===== src/rtl/fb_glyph_sched.sv =====
`default_nettype none
// ============================================================================
// Module   : fb_glyph_sched
// Purpose  : Schedules redraws of NUM_DIGITS hex glyphs into a byte-wide
//            framebuffer. Each digit keeps a shadow of the value last drawn
//            plus a pending flag; dirty digits are served round-robin, one
//            glyph row per ADDR/WRITE pair, reading a synchronous font ROM.
// Ports    : clk        - clock, all state changes on the rising edge
//            rst        - asynchronous active-high reset
//            digit_val  - packed hex values, digit i at [4i+3:4i]
//            force_all  - level request to redraw every digit
//            rom_addr   - font ROM address (glyph*ROWS + row)
//            rom_data   - font ROM byte, valid the cycle after rom_addr
//            fb_we      - framebuffer byte write strobe
//            fb_waddr   - framebuffer byte address
//            fb_wdata   - framebuffer byte data
//            busy       - high while a digit pass is in progress
//            frame_done - one-cycle pulse when the schedule drains to idle
// Revision : 1.0 - initial release
// ============================================================================
module fb_glyph_sched #(
  parameter int NUM_DIGITS = 4,
  parameter int ROWS       = 16,
  parameter int STRIDE     = 40,
  parameter int FB_BASE    = 0
) (
  input  logic                    clk,
  input  logic                    rst,
  input  logic [4*NUM_DIGITS-1:0] digit_val,
  input  logic                    force_all,
  output logic [7:0]              rom_addr,
  input  logic [7:0]              rom_data,
  output logic                    fb_we,
  output logic [15:0]             fb_waddr,
  output logic [7:0]              fb_wdata,
  output logic                    busy,
  output logic                    frame_done
);

  localparam int SEL_W = (NUM_DIGITS > 1) ? $clog2(NUM_DIGITS) : 1;
  localparam int ROW_W = (ROWS > 1) ? $clog2(ROWS) : 1;

  localparam logic [ROW_W-1:0] c_LAST_ROW  = ROW_W'(ROWS - 1);
  localparam logic [SEL_W-1:0] c_LAST_DIG  = SEL_W'(NUM_DIGITS - 1);

  typedef enum logic [1:0] {
    IDLE  = 2'd0,
    SCAN  = 2'd1,
    ADDR  = 2'd2,
    WRITE = 2'd3
  } state_t;

  state_t                  r_state;
  state_t                  w_next;

  logic [SEL_W-1:0]        r_sel;        // digit currently being drawn
  logic [SEL_W-1:0]        r_rr_ptr;     // round-robin search start
  logic [ROW_W-1:0]        r_row;
  logic [3:0]              r_glyph;      // glyph frozen for the whole pass
  logic [4*NUM_DIGITS-1:0] r_shadow;     // value last latched per digit
  logic [NUM_DIGITS-1:0]   r_pending;
  logic [7:0]              r_rom_hold;   // rom_addr value outside ADDR
  logic                    r_frame_done;

  logic [NUM_DIGITS-1:0]   w_dirty;
  logic                    w_any_dirty;
  logic                    w_found;
  logic [SEL_W-1:0]        w_pick;
  logic [SEL_W-1:0]        w_idx;
  logic [3:0]              w_pick_val;
  logic [SEL_W-1:0]        w_sel_inc;
  logic [7:0]              w_rom_addr;

  // --------------------------------------------------------------------------
  // Dirty tracking: a digit needs drawing if it was explicitly requested or
  // its live value differs from what was last drawn.
  // --------------------------------------------------------------------------
  generate
    for (genvar gi = 0; gi < NUM_DIGITS; gi++) begin : g_dirty
      assign w_dirty[gi] = r_pending[gi] |
                           (digit_val[4*gi +: 4] != r_shadow[4*gi +: 4]);
    end
  endgenerate

  assign w_any_dirty = |w_dirty;

  // --------------------------------------------------------------------------
  // Round-robin pick. Walking the offsets from the far end back toward zero
  // leaves the closest dirty digit at or after r_rr_ptr as the final winner.
  // --------------------------------------------------------------------------
  always_comb begin
    w_found = 1'b0;
    w_pick  = '0;
    w_idx   = '0;
    for (int k = NUM_DIGITS - 1; k >= 0; k--) begin
      w_idx = SEL_W'((int'(r_rr_ptr) + k) % NUM_DIGITS);
      if (w_dirty[w_idx]) begin
        w_found = 1'b1;
        w_pick  = w_idx;
      end
    end
  end

  // Value of the picked digit, captured into glyph and shadow during SCAN.
  always_comb begin
    w_pick_val = '0;
    for (int j = 0; j < NUM_DIGITS; j++) begin
      if (w_pick == SEL_W'(j)) begin
        w_pick_val = digit_val[4*j +: 4];
      end
    end
  end

  assign w_sel_inc  = (r_sel == c_LAST_DIG) ? '0 : r_sel + 1'b1;

  // Truncation to the 8-bit ROM address space is intentional.
  assign w_rom_addr = 8'(int'(r_glyph) * ROWS + int'(r_row));

  // --------------------------------------------------------------------------
  // Next-state logic
  // --------------------------------------------------------------------------
  always_comb begin
    w_next = r_state;
    unique case (r_state)
      IDLE: begin
        if (w_any_dirty) begin
          w_next = SCAN;
        end
      end
      SCAN: begin
        // A digit can stop being dirty between IDLE and SCAN if its value
        // reverts to the shadow; fall back to idle in that case.
        w_next = w_found ? ADDR : IDLE;
      end
      ADDR: begin
        w_next = WRITE;
      end
      WRITE: begin
        if (r_row != c_LAST_ROW) begin
          w_next = ADDR;
        end else if (w_any_dirty) begin
          w_next = SCAN;
        end else begin
          w_next = IDLE;
        end
      end
      default: begin
        w_next = IDLE;
      end
    endcase
  end

  // --------------------------------------------------------------------------
  // State and datapath registers
  // --------------------------------------------------------------------------
  always_ff @(posedge clk or posedge rst) begin
    if (rst) begin
      r_state      <= IDLE;
      r_sel        <= '0;
      r_rr_ptr     <= '0;
      r_row        <= '0;
      r_glyph      <= '0;
      r_shadow     <= '0;
      r_pending    <= '1;
      r_rom_hold   <= '0;
      r_frame_done <= 1'b0;
    end else begin
      r_state      <= w_next;
      r_frame_done <= (r_state != IDLE) && (w_next == IDLE);

      case (r_state)
        SCAN: begin
          if (w_found) begin
            r_sel   <= w_pick;
            r_glyph <= w_pick_val;
            r_row   <= '0;
            for (int j = 0; j < NUM_DIGITS; j++) begin
              if (w_pick == SEL_W'(j)) begin
                r_shadow[4*j +: 4] <= w_pick_val;
              end
            end
          end
        end
        ADDR: begin
          r_rom_hold <= w_rom_addr;
        end
        WRITE: begin
          if (r_row != c_LAST_ROW) begin
            r_row <= r_row + 1'b1;
          end else begin
            r_rr_ptr <= w_sel_inc;
          end
        end
        default: begin
        end
      endcase

      // A force request in the same cycle as the SCAN clear takes priority.
      if (force_all) begin
        r_pending <= '1;
      end else if ((r_state == SCAN) && w_found) begin
        r_pending[w_pick] <= 1'b0;
      end
    end
  end

  // --------------------------------------------------------------------------
  // Outputs
  // --------------------------------------------------------------------------
  // The ROM registers its address at the end of ADDR, so the data it returns
  // lines up with the WRITE cycle that follows.
  assign rom_addr   = (r_state == ADDR) ? w_rom_addr : r_rom_hold;
  assign fb_we      = (r_state == WRITE);
  assign fb_waddr   = fb_we ? 16'(FB_BASE + int'(r_sel) * 2 + int'(r_row) * STRIDE)
                            : '0;
  assign fb_wdata   = fb_we ? rom_data : '0;
  assign busy       = (r_state != IDLE);
  assign frame_done = r_frame_done;

endmodule
`default_nettype wire


===== config.mk =====
export PLATFORM = sky130hd
export DESIGN_NAME = fb_glyph_sched
export DESIGN_NICKNAME = d
export VERILOG_FILES = /design/src/rtl/fb_glyph_sched.sv
export SDC_FILE = /design/constraint.sdc
export NUM_CORES = 1
export LEC_CHECK = 0
export BUFFER_PORTS_ARGS = -buffer_cell sky130_fd_sc_hd__buf_2
export CELL_PAD_IN_SITES_DETAIL_PLACEMENT = 0
export CELL_PAD_IN_SITES_GLOBAL_PLACEMENT = 2
export CORE_ASPECT_RATIO = 0.75
export CORE_UTILIZATION = 36
export CTS_BUF_LIST = sky130_fd_sc_hd__clkbuf_2 sky130_fd_sc_hd__clkbuf_4 sky130_fd_sc_hd__clkbuf_8
export DETAILED_ROUTE_END_ITERATION = 8
export PLACE_DENSITY = 0.91
export SLEW_MARGIN = 20
export SYNTH_ARGS = -nofsm -noshare
export SYNTH_HDL_FRONTEND = slang
export SYNTH_SLANG_ARGS = --single-unit
export TNS_END_PERCENT = 30

===== constraint.sdc =====
create_clock -name clk -period 3.85 [get_ports clk]
set_clock_uncertainty 0.1 [all_clocks]
set_input_delay 1.155 -clock clk [delete_from_list [all_inputs] [get_ports clk]]
set_output_delay 1.155 -clock clk [all_outputs]
set_load 0.05 [all_outputs]

# [Word-level counts from Yosys, hierarchy flattened]
# Cells that the tools add are included.
[totals] ff_bits=43 latchBits=0 ramBits=0 rom_bits=0 input_bits=27 output_inout_bits=35 wordCells=100 mem_count=0
[op_classes] add_sub_neg=7 multipliers=1 div=0 n_lt_le_gt_ge=6 n_eq_ne=14 shift=0 n_mux=36 n_bitwise=7 reduce_logical=17
[ops] cell="$mux 4" count=8
[ops] cell="$mux 2" count=8
[ops] cell="$mux 8" count=2
[ops] cell="$ne 4x4->1" count=4
[ops] cell="$lt 2x3->1 const B" count=5
[ops] cell="$reduce_and 3->1" count=5
[ops] cell="$add 3x10->11" count=1
[ops] cell="$mux 11" count=1
[ops] cell="$eq 2x2->1 const B" count=5
[ops] cell="$mux 1" count=10
[ops] cell="$add 8x4->8" count=1
[ops] cell="$bmux 1 s2" count=4
[ops] cell="$pmux 2 s4" count=1
[ops] cell="$pmux 4 s2" count=1
[ops] cell="$mul 4x3->7 const B" count=1
[ops] cell="$logic_not 2->1" count=3
[ops] cell="$reduce_bool 2->1" count=3
[ops] cell="$add 2x1->2 const B" count=2
[ops] cell="$add 2x2->2 const B" count=2
[ops] cell="$add 4x1->4 const B" count=1
[ops] cell="$and 4x4->4" count=1
[ops] cell="$eq 2x1->1 const B" count=2
[ops] cell="$ne 4x4->1 const B" count=1
[ops] cell="$not 4->4" count=1
[ops] cell="9 further kinds" count=15

# [Depth between registers and ports, before layout]
[logic_depth] ltp_word=16 ltp_mapped=9

# [Worst setup path before layout]
# Ideal clock, no wire load.
[synth_timing] path_type="in2reg" startpoint="input port digit_val[13]" endpoint="register r_shadow[0]" setup_ns=0.125 arrival_ns=3.108 slack_ns=0.517 stages=9 path_buffers=2 path_cell_list="nor2b_1 a2111oi_2 nand4_1 or4b_1 clkbuf_1 and3b_1 buf_2 nand3_2 mux2_2"
[synth_between] elab_chain_len=13
[synth_rtl] item="from (decl)" line="29" source="input logic [4*NUM_DIGITS-1:0] digit_val,"
[synth_rtl] item="$ne 4x4->1 *" line="81" source="(digit_val[4*gi +: 4] != r_shadow[4*gi +: 4]);"
[synth_rtl] item="$or 1x1->1 *" line="80" source="assign w_dirty[gi] = r_pending[gi] |"
[synth_rtl] item="$bmux 1 s2" line="97" source="if (w_dirty[w_idx]) begin"
[synth_rtl] item="$mux 1 (implied by the code)" line="97"
[synth_rtl] item="$mux 2 (4 in series)" line="97"
[synth_rtl] item="$logic_not 2->1" line="108, 178"
[synth_rtl] item="$mux 4 (4 in series)" line="108" source="if (w_pick == SEL_W'(j)) begin"
[synth_rtl] item="to (signal, indexed assignment)" line="179" source="r_shadow[4*j +: 4] <= w_pick_val;"
[synth_rtl] item="to (decl)" line="60" source="logic [4*NUM_DIGITS-1:0] r_shadow;"
# Mark *: on every way between the ends. The rest lies on a longest branch, timed or not. The select of a mux whose other input is x is not followed.
# A chain may end at the register's enable or synchronous reset.

# [Worst setup path after layout]
[layout_timing] startpoint="register r_row[1]" endpoint="output port fb_waddr[8]"
[layout_between] elab_chain_len=3
[layout_rtl] item="from (decl)" line="58" source="logic [ROW_W-1:0] r_row;"
[layout_rtl] item="from (signal assigned)" line="189" source="r_row <= r_row + 1'b1;"
[layout_rtl] item="$mul 4x3->7" line="214" source="assign fb_waddr = fb_we ? 16'(FB_BASE + int'(r_sel) * 2 + int'(r_row) * STRIDE)"
[layout_rtl] item="$add 3x10->11" line="214"
[layout_rtl] item="$mux 11" line="214"
[layout_rtl] item="to (decl)" line="34" source="output logic [15:0] fb_waddr,"
# Every way passes these cells.

==> key figures <==
Outcome
  – Run status: complete, but fails checks
  – Violated checks: DRC

Finish
  – Area grow syn2layout: 18.7%
  – Design area: 0.00293 mm2
  – Area occupied by registers: between 0.001 and 0.0015 mm2
  – Final non-filler cell total: 381
  – Final net count: 333
  – Share of cells above drive strength 1: 31.7%
  – Filler cells: between 600 and 700
  – Area of the multi-input gates: 0.00127 mm2
  – Antenna Cells: 0
  – Final core occ: ~45%

Global route
  – GR Util All Layers: 17.3%
  – Grt total ovfl: 0
  – Largest net degree at the start of global routing: 44
  – Global-route wire length before repair: 9450 um
  – Initial antenna violation count: 0
  – Vias in the first global route: 1816

Routing
  – Via count: 1974
  – Routed wire length: 5840 um
  – Wire per inst: 15.3 um
  – Antenna-violating nets left: 0
  – Drt first pass iters: 6
  – Initial DRC count: 140
  – Vias per cell: 5.18
  – Drt drc: 8

Pwr
  – Leak: 1.43 nW
  – Pwr Total: 2.45 mW
  – Peak VDD IR: about 0.65 mV
  – Power density cells: 836 mW/mm2

Placement
  – DP Worst Slack: 0.176 ns
  – DPL Wire Length: 4390 um
  – Port bufs: 54
  – Post-Place Cells: 373
  – Routability Congestion: 0.838
  – Dpl cell area: approximately 0.0028 mm2

CTS
  – H-tree levels: 2
  – Hold buffer count at CTS: 0
  – CTS max path bufs: 2
  – CTS clk-pin slew, worst paths: 0.08 ns
  – CTS Buf Count: 5
  – Clock Sinks: 43
  – Post-CTS sizing: 0
  – CTS tree: built
  – CTS root buf: clkbuf_8
  – Clk_lat worst skew: 0.30 ns
  – Post-CTS Setup Bufs: 0

STA
  – Slew @ Worst Pin: 0.583 ns
  – Hold Vio Cnt, Final: 0
  – Slew headroom: 61.1%
  – Tcrit/Tclk final: 89.8%
  – Slew Limit Fails: 0
  – Fmax: 289 MHz
  – Post-layout min period: 3.46 ns
  – RSZ-0062 raised after global routing: no
  – Setup TNS: 0 ns
  – Final setup violation count: 0
  – Final WS setup: 0.392 ns
  – Hold_ws: 0.395 ns

Synthesis
  – Most frequent cell after synthesis: dfrtp_1
  – YS warnings: 0
  – Most area-consuming cells after synthesis: dfrtp_1, mux2_2, dfstp_2
  – Area share of the largest cell type after synthesis: 39.5%
  – Avg Cell Area, Syn: roughly 10 um2
  – EDFF count, synth: 0
  – Top FF cell, synth: dfrtp_1
  – Synth top cells by count: dfrtp_1, nand2_1, mux2_2
  – Largest area contributor in the netlist: dfrtp_1
  – Synthesized area: 0.00247 mm2
  – Unique masters post-synth: 48
  – Post-Syn Instances: 244
  – Register bit total from synthesis: 43
  – Post-synthesis sequential area ratio: 43.8%
  – Synth async-reset ratio: 100%

Floorplan
  – Die H: 73.7 um
  – FP Rows: 25
  – # IOs: 62
  – Die area: just over 0.007 mm2
  – Chip width: between 90 and 100 um
  – Starting density of the core: a little under two fifths
  – CORE AREA: 0.00647 mm2

Min path
  – Hold Path Class: flop to flop
  – Hold endpoint: r_glyph[2]$_DFFE_PP0P_
  – Hold Crit Start: r_glyph[2]$_DFFE_PP0P_
  – Hold path depth: 2

Critical path
  – WP data required: about 2.6 ns
  – Crit path kind: flop to primary output
  – FF-to-FF path depth: 7
  – Worst EP arrival: roughly 2.2 ns
  – Worst setup EP type: primary output
  – CP Max Fanout: 5
  – CP Launch Type: flop
  – Crit Reg-Reg Startpoint: r_shadow[9]$_DFFE_PP0P_
  – Worst reg-to-reg setup slack: 1.03 ns
  – RR Endpoint: r_shadow[0]$_DFFE_PP0P_

Run
  – Number of max-cap violations: 0
-- per-layer routing --
metal	share of wire, %	routed length [um]	global-route usage [%]
met4	1.1	64	5.56
met2	40	2340	23.4
met3	5.6	326	4.00
met5	0	0	0
met1	53	3120	26.6
-- layout by cell type (no fill, tap or decap), types with 7 or more instances in the layout --
cell and n:
inv_1 11, nand2_1 17, conb_1 7, dfrtp_1 39
and3_1 15, nor2_1 8, buf_2 54, o21ai_0 14
xnor2_1 7, nand3_1 10, mux2_2 16
-- logic make-up after synthesis --
logic type               after synthesis  synth area share (%)
XOR/XNOR                               8                  2.84
AND/OR/NAND/NOR                       81                  18.1
buffers and inverters                 29                  5.67
flip-flops                            43                  43.8
adder cells (fa/ha/maj)                7                  3.85
AO/OA/AOI/OAI                         52                  15.3
multiplexers                          23                  10.2
other                                  1                 0.152
-- area by class of cell --
class / count / share of cell area (%)
Timing Repair Buffer: 60 / 10.8
Clock buffer: 6 / 2.82
Clock inverter: 2 / 1.32
Sequential cell: 43 / 36.9
Multi-Input combinational cell: 178 / 43.4
Tap cell: 81 / 3.46
Inverter: 11 / 1.41
-- sequential cells by signal (all words and copies together) (netlist names) --
name / count
r_shadow: 16
r_rom_hold: 8
r_glyph: 4
r_pending: 4
r_row: 4
r_rr_ptr: 2
r_sel: 2
r_state: 2
frame_done: 1
-- how the worst max path moves through the flow --
stage	startpoint	to	slack, ns	cells after the start
2_1_floorplan	digit_val[13]	r_shadow[0]$_DFFE_PP0P_	0.52	9
3_3_place_gp	digit_val[11]	r_shadow[0]$_DFFE_PP0P_	0.25	7
3_5_place_dp	digit_val[13]	r_shadow[5]$_DFFE_PP0P_	0.18	8
4_1_cts	r_row[1]$_DFFE_PP0P_	fb_waddr[8]	0.38	6
5_1_grt	r_row[1]$_DFFE_PP0P_	fb_waddr[8]	0.24	6
6_report	r_row[1]$_DFFE_PP0P_	fb_waddr[8]	0.39	6
-- worst max-delay path, cell delays in order (launching register included) --
cell and delay [ns]:
dfrtp_1 0.45, ha_1 0.32, ha_1 0.23, fa_1 0.38, xnor2_1 0.13, nor2_1 0.11, buf_2 0.28
-- where the power goes --
group | switching [mW] | total (mW) | internal, mW
combinational | 0.928 | 1.34 | 0.411
sequential | 0.140 | 0.733 | 0.593
clock | 0.164 | 0.378 | 0.213
(Power assumes the default switching activity.)
